### config.mk
export PLATFORM = sky130hd
export DESIGN_NAME = b_down_timer_ctrl
export DESIGN_NICKNAME = d
export VERILOG_FILES = /design/src/rtl/b_down_timer_ctrl_pkg.sv /design/src/rtl/b_down_timer_ctrl_presc.sv /design/src/rtl/b_down_timer_ctrl.sv
export SDC_FILE = /design/constraint.sdc
export NUM_CORES = 1
export LEC_CHECK = 0
export ABC_AREA = 1
export BUFFER_PORTS_ARGS = -buffer_cell sky130_fd_sc_hd__buf_2
export CELL_PAD_IN_SITES_DETAIL_PLACEMENT = 1
export CELL_PAD_IN_SITES_GLOBAL_PLACEMENT = 1
export CORE_UTILIZATION = 44
export CTS_BUF_LIST = sky130_fd_sc_hd__clkbuf_8
export CTS_CLUSTER_SIZE = 24
export DETAILED_ROUTE_END_ITERATION = 10
export HOLD_SLACK_MARGIN = 0.12
export PLACE_DENSITY = 0.86
export RECOVER_POWER = 25
export SLEW_MARGIN = 20
export SYNTH_ARGS = -nofsm -noshare
export SYNTH_HDL_FRONTEND = slang
export SYNTH_SLANG_ARGS = --single-unit
### constraint.sdc
create_clock -name clk -period 3 [get_ports clk]
set_input_delay 0.45 -clock clk [delete_from_list [all_inputs] [get_ports clk]]
set_output_delay 0.45 -clock clk [all_outputs]
set_load 0.02 [all_outputs]
### src/rtl/b_down_timer_ctrl_pkg.sv
// Shared definitions for the down-timer controller.
// Holds the state encoding, default parameter values and a helper that sizes
// the prescaler counter.
package b_down_timer_ctrl_pkg;

    typedef enum logic [1:0] {
        ST_IDLE  = 2'd0,
        ST_RUN   = 2'd1,
        ST_PAUSE = 2'd2,
        ST_DONE  = 2'd3
    } state_e;

    localparam int DEF_WIDTH = 4;
    localparam int DEF_PRESC = 1;

    // A prescaler of 1 still needs a one-bit counter to keep the ports legal.
    function automatic int presc_cw(input int p);
        return (p > 1) ? $clog2(p) : 1;
    endfunction

endpackage

### src/rtl/b_down_timer_ctrl_presc.sv
// b_presc: generates a one-cycle tick every PRESC enabled cycles.
// Ports:
//   clk  - system clock, rising edge
//   re   - asynchronous active-low reset
//   en   - count enable; the counter holds when low
//   clr  - synchronous clear to zero, wins over en
//   tick - high on the enabled cycle where the counter sits at PRESC-1
module b_presc
    import b_down_timer_ctrl_pkg::*;
#(
    parameter int PRESC = DEF_PRESC
) (
    input  logic clk,
    input  logic re,
    input  logic en,
    input  logic clr,
    output logic tick
);

    localparam int            CW   = presc_cw(PRESC);
    localparam logic [CW-1:0] LAST = CW'(PRESC - 1);

    logic [CW-1:0] cnt_q, cnt_d;

    always_comb begin
        tick  = en && (cnt_q == LAST);
        cnt_d = cnt_q;
        if (clr) begin
            cnt_d = '0;
        end else if (en) begin
            cnt_d = tick ? '0 : cnt_q + CW'(1);
        end
    end

    always_ff @(posedge clk or negedge re) begin
        if (!re) begin
            cnt_q <= '0;
        end else begin
            cnt_q <= cnt_d;
        end
    end

endmodule

### src/rtl/b_down_timer_ctrl.sv
// b_down_timer_ctrl: programmable down timer with start/stop/pause and
// auto-reload, built around a prescaled count enable.
// Ports:
//   clk, re      - system clock; asynchronous active-low reset
//   start        - pulse: load load_val and (re)start counting
//   stop         - pulse: abort to IDLE (highest priority)
//   pause        - level: hold count and prescaler while in RUN
//   auto_reload  - level: sampled at terminal count
//   load_val     - start value, zero is rejected
//   c            - current count
//   busy / done  - RUN-or-PAUSE / DONE status, decoded from next state
//   tc / err     - one-cycle terminal-count / rejected-start pulses
//
// state    | meaning
// ---------+---------------------------------------------
// ST_IDLE  | stopped, c=0, waiting for start
// ST_RUN   | counting down on each prescaler tick
// ST_PAUSE | count and prescaler frozen while pause is high
// ST_DONE  | terminal count reached without reload, c=0
module b_down_timer_ctrl
    import b_down_timer_ctrl_pkg::*;
#(
    parameter int WIDTH = DEF_WIDTH,
    parameter int PRESC = DEF_PRESC
) (
    input  logic             clk,
    input  logic             re,
    input  logic             start,
    input  logic             stop,
    input  logic             pause,
    input  logic             auto_reload,
    input  logic [WIDTH-1:0] load_val,
    output logic [WIDTH-1:0] c,
    output logic             busy,
    output logic             tc,
    output logic             done,
    output logic             err
);

    state_e           state_q, state_d;
    logic [WIDTH-1:0] c_q, c_d;
    logic [WIDTH-1:0] rel_q, rel_d;
    logic             tc_q, tc_d;
    logic             err_q, err_d;
    logic             busy_q, busy_d;
    logic             done_q, done_d;
    logic             p_en, p_clr, tick;

    b_presc #(.PRESC(PRESC)) u_presc (
        .clk  (clk),
        .re   (re),
        .en   (p_en),
        .clr  (p_clr),
        .tick (tick)
    );

    always_comb begin
        state_d = state_q;
        c_d     = c_q;
        rel_d   = rel_q;
        tc_d    = 1'b0;
        err_d   = 1'b0;
        p_en    = 1'b0;
        p_clr   = 1'b0;

        if (stop) begin
            state_d = ST_IDLE;
            c_d     = '0;
            p_clr   = 1'b1;
        end else if (start) begin
            if (load_val != '0) begin
                state_d = ST_RUN;
                c_d     = load_val;
                rel_d   = load_val;
                p_clr   = 1'b1;
            end else begin
                // Rejected start consumes the cycle: nothing else moves.
                err_d = 1'b1;
            end
        end else begin
            case (state_q)
                ST_RUN: begin
                    if (pause) begin
                        state_d = ST_PAUSE;
                    end else begin
                        p_en = 1'b1;
                        if (tick) begin
                            if (c_q > WIDTH'(1)) begin
                                c_d = c_q - WIDTH'(1);
                            end else begin
                                tc_d = 1'b1;
                                if (auto_reload) begin
                                    c_d = rel_q;
                                end else begin
                                    c_d     = '0;
                                    state_d = ST_DONE;
                                end
                            end
                        end
                    end
                end
                ST_PAUSE: begin
                    if (!pause) begin
                        state_d = ST_RUN;
                    end
                end
                default: ;
            endcase
        end

        busy_d = (state_d == ST_RUN) || (state_d == ST_PAUSE);
        done_d = (state_d == ST_DONE);
    end

    always_ff @(posedge clk or negedge re) begin
        if (!re) begin
            state_q <= ST_IDLE;
            c_q     <= '0;
            rel_q   <= '0;
            tc_q    <= 1'b0;
            err_q   <= 1'b0;
            busy_q  <= 1'b0;
            done_q  <= 1'b0;
        end else begin
            state_q <= state_d;
            c_q     <= c_d;
            rel_q   <= rel_d;
            tc_q    <= tc_d;
            err_q   <= err_d;
            busy_q  <= busy_d;
            done_q  <= done_d;
        end
    end

    assign c    = c_q;
    assign busy = busy_q;
    assign tc   = tc_q;
    assign done = done_q;
    assign err  = err_q;

endmodule

==> impl_metrics.yaml <==
run_status:
  status: "finished, final reports clean"
critical_path:
  path_class: "flop to flop"
  critPathLaunch: "state_q[1]"
  worstReg2RegStart: "state_q[1]"
  crit_required_ps: 3130
  r2r_slack_ps: 920
  cp-end-kind: "flop"
  startpoint_type: "flop"
  path_max_fanout: 4
  cp_data_arrival_time_ps: 2210
detailed_routing:
  drt_iter0_drc: 12
  wl_per_cell_um: 15.9
  drtPass1Iterations: 4
  routed_wl_um: 2450
  antenna_left: 0
  vias: 806
  routed_via_density: 5.23
  drc: 0
global_route:
  antenna_found_initial: 0
  grt-ovfl-total: 0
  grt_max_degree: 16
  grt_pass1_vias: 809
  grt_pass1_wl_um: 3950
  grt_usage_pct: 26.9
hold_path:
  min-delay-start: "start"
  min_path_type: "primary input to flop"
power:
  power_w: 0.000579
  p_int_w: 0.000374
  clockPowerShare_pct: 28.1
  vdd_drop_max_mv: 0.374
  swShare_pct: 35.4
  p_switching_w: 0.000205
  power_frac_seq_pct: 41.4
  power_leakage_nw: 0.591
  p_comb_share_pct: 30.5
  powerDensity_mw_per_mm2: 544
floorplanning:
  dieArea_sq_mm: 0.00221
  fp-row-count: 15
  core_sq_mm: 0.00182
  start_util_pct: 49.1
  die_height_um: 47.1
  dieWidth_um: 47.1
  io_pins: 18
finish:
  finalNetCount: 145
  syn_to_final_growth_pct: 19.0
  diodes: 0
  drive_gt1_share_pct: 24.8
  stdcell_area_sq_mm: 0.00106
  multi_input_area_sq_um: 435
  regArea_sq_um: 375
  nFillCells: 242
  final_cells: 154
yosys:
  ys_types: 25
  synthTopCellsByArea: "dfrtp_1 42%, inv_1 8.4%, nand2_1 7.1%"
  syn_area_sq_um: 893
  syn_avg_cell_area_sq_um: 8.35
  synth_area_leader_cell: "dfrtp_1"
  yosysWarningCount: 0
  ys_ff_latch: 15
  ys_seq_area_share_pct: 42.0
  synth_nets: 122
  syn_inst: 107
  synth_top_area_share_pct: 42.0
clock_tree:
  root_buffer: "clkbuf_8"
  cts_buffers: 3
  cts-resized-gates: 0
  cts_tree: "yes"
  path_clk_slew_ps: 60
  clock_path_buffers: 2
  clk_latency_ps: 250
  htreeDepth: 1
  cts_num_sinks: 15
timing:
  holdWs_ps: 512
  setup-tns-final_ps: 0
  max_freq_ghz: 0.481
  finClkSkew_ps: 1.51
  slew_headroom_pct: 41.8
  min_period_over_period_pct: 69.3
  max_slew.worst_pin.slew_ps: 873
  hold_viol: 0
  drv_slew: 0
  rsz0062_at_grt: "false"
  fin_crit_ps: 2080
  finalSetupViolations: 0
placed_design:
  dp_cells: 149
  place_area_sq_mm: 0.00101
  place_congestion: 0.781
  io_buffers: 17
  hpwl_um: 1810
job:
  maxCapViolations: 0
[layout make-up]
cell class | instances | share of cell area (%)
clock buffer | 3 | 3.88
sequential | 15 | 35.3
clock inverter | 1 | 0.353
timing repair buffer | 18 | 8.82
tap | 25 | 2.94
inverter | 22 | 7.76
multi-input combinational | 70 | 40.9
[state kept, by name, summed over array words and instances, names as in the netlist]
register	cells
u_presc.cnt_q	1
busy	1
state_q	2
c	4
err	1
rel_q	4
done	1
tc	1
[kinds of logic after synthesis]
| kind of cell | share of synthesized area, % |
|---|---|
| AND/OR/NAND/NOR | 21.3 |
| AO/OA/AOI/OAI | 20.4 |
| buffers and inverters | 9.24 |
| flip-flops | 42.0 |
| adder cells (fa/ha/maj) | 7.00 |
[layer usage]
| layer | GRT usage, % | vias to the layer above | routed length (um) |
|---|---|---|---|
| li1 | - | 389 | - |
| met1 | 33.3 | 392 | 1070 |
| met2 | 47.2 | 19 | 1290 |
| met3 | 4.62 | 6 | 56 |
| met4 | 8.57 | 0 | 38 |
| met5 | 0 | - | 0 |
[worst max-delay path, stage by stage (launching register included)]
cell     delay, ps
dfrtp_1        410
inv_1          140
ha_1           190
inv_1           70
nor2_2         150
nand2_4         90
nor2_4         130
nand3_2        100
nand2_1         90
nand2_1         60
nand2_1         70
nand2_1         80
a21oi_2        160
ha_1           240
[synthesized netlist by cell type, drive strengths merged]
master,n
inv,22
nand2,18
nor2,17
dfrtp,15
o21ai,7
a21oi,6
ha,5
o21bai,4
a22oi,3
nand3,2
nor3,2
o211ai,2
a211oi,1
a31o,1
nand4,1
o2111a,1
[worst paths after layout]
path                               to  cells after the start
setup reg to reg                 busy                     13
setup / recovery                 busy                     13
hold / removal             state_q[0]                      3
min in group asynchronous        c[3]                      2
max in group asynchronous        busy                      2
hold reg to reg              rel_q[3]                      2
[layout by cell type (no fill, tap or decap), types with 2 or more instances in the layout]
master	n
a22oi_1	3
o21bai_1	4
nor2_1	13
o21ai_0	4
dfrtp_1	15
nor3_1	2
clkbuf_8	3
nor2_2	2
a21oi_1	4
inv_1	21
ha_1	5
buf_2	16
nand2_1	17
a21oi_2	2
nor2_4	2
o211ai_1	2
inv_2	2
[timing repair]
action                    in CTS  in global routing
setup buffers                  0                  0
hold endpoints to repair      15                  0
hold buffers                   1                  0
[stage by stage]
stage | utilization [%] | setup slack, ps
5_1_grt | 58.4 | 770
3_3_place_gp | 55.5 | 1150
4_1_cts | 58.5 | 923
6_report | 58.4 | 921
2_1_floorplan | - | 1210
3_5_place_dp | 55.5 | 1030
[power by group through the flow]
stage	registers, W	clock network (W)	logic [W]
after floorplan	0.000257	0	0.000101
after global placement	0.000241	0	0.000160
after detailed placement	0.000243	0	0.000170
after CTS	0.000240	0.000167	0.000177
after global routing	0.000242	0.000175	0.000196
final	0.000240	0.000163	0.000176
(Power assumes the default switching activity.)
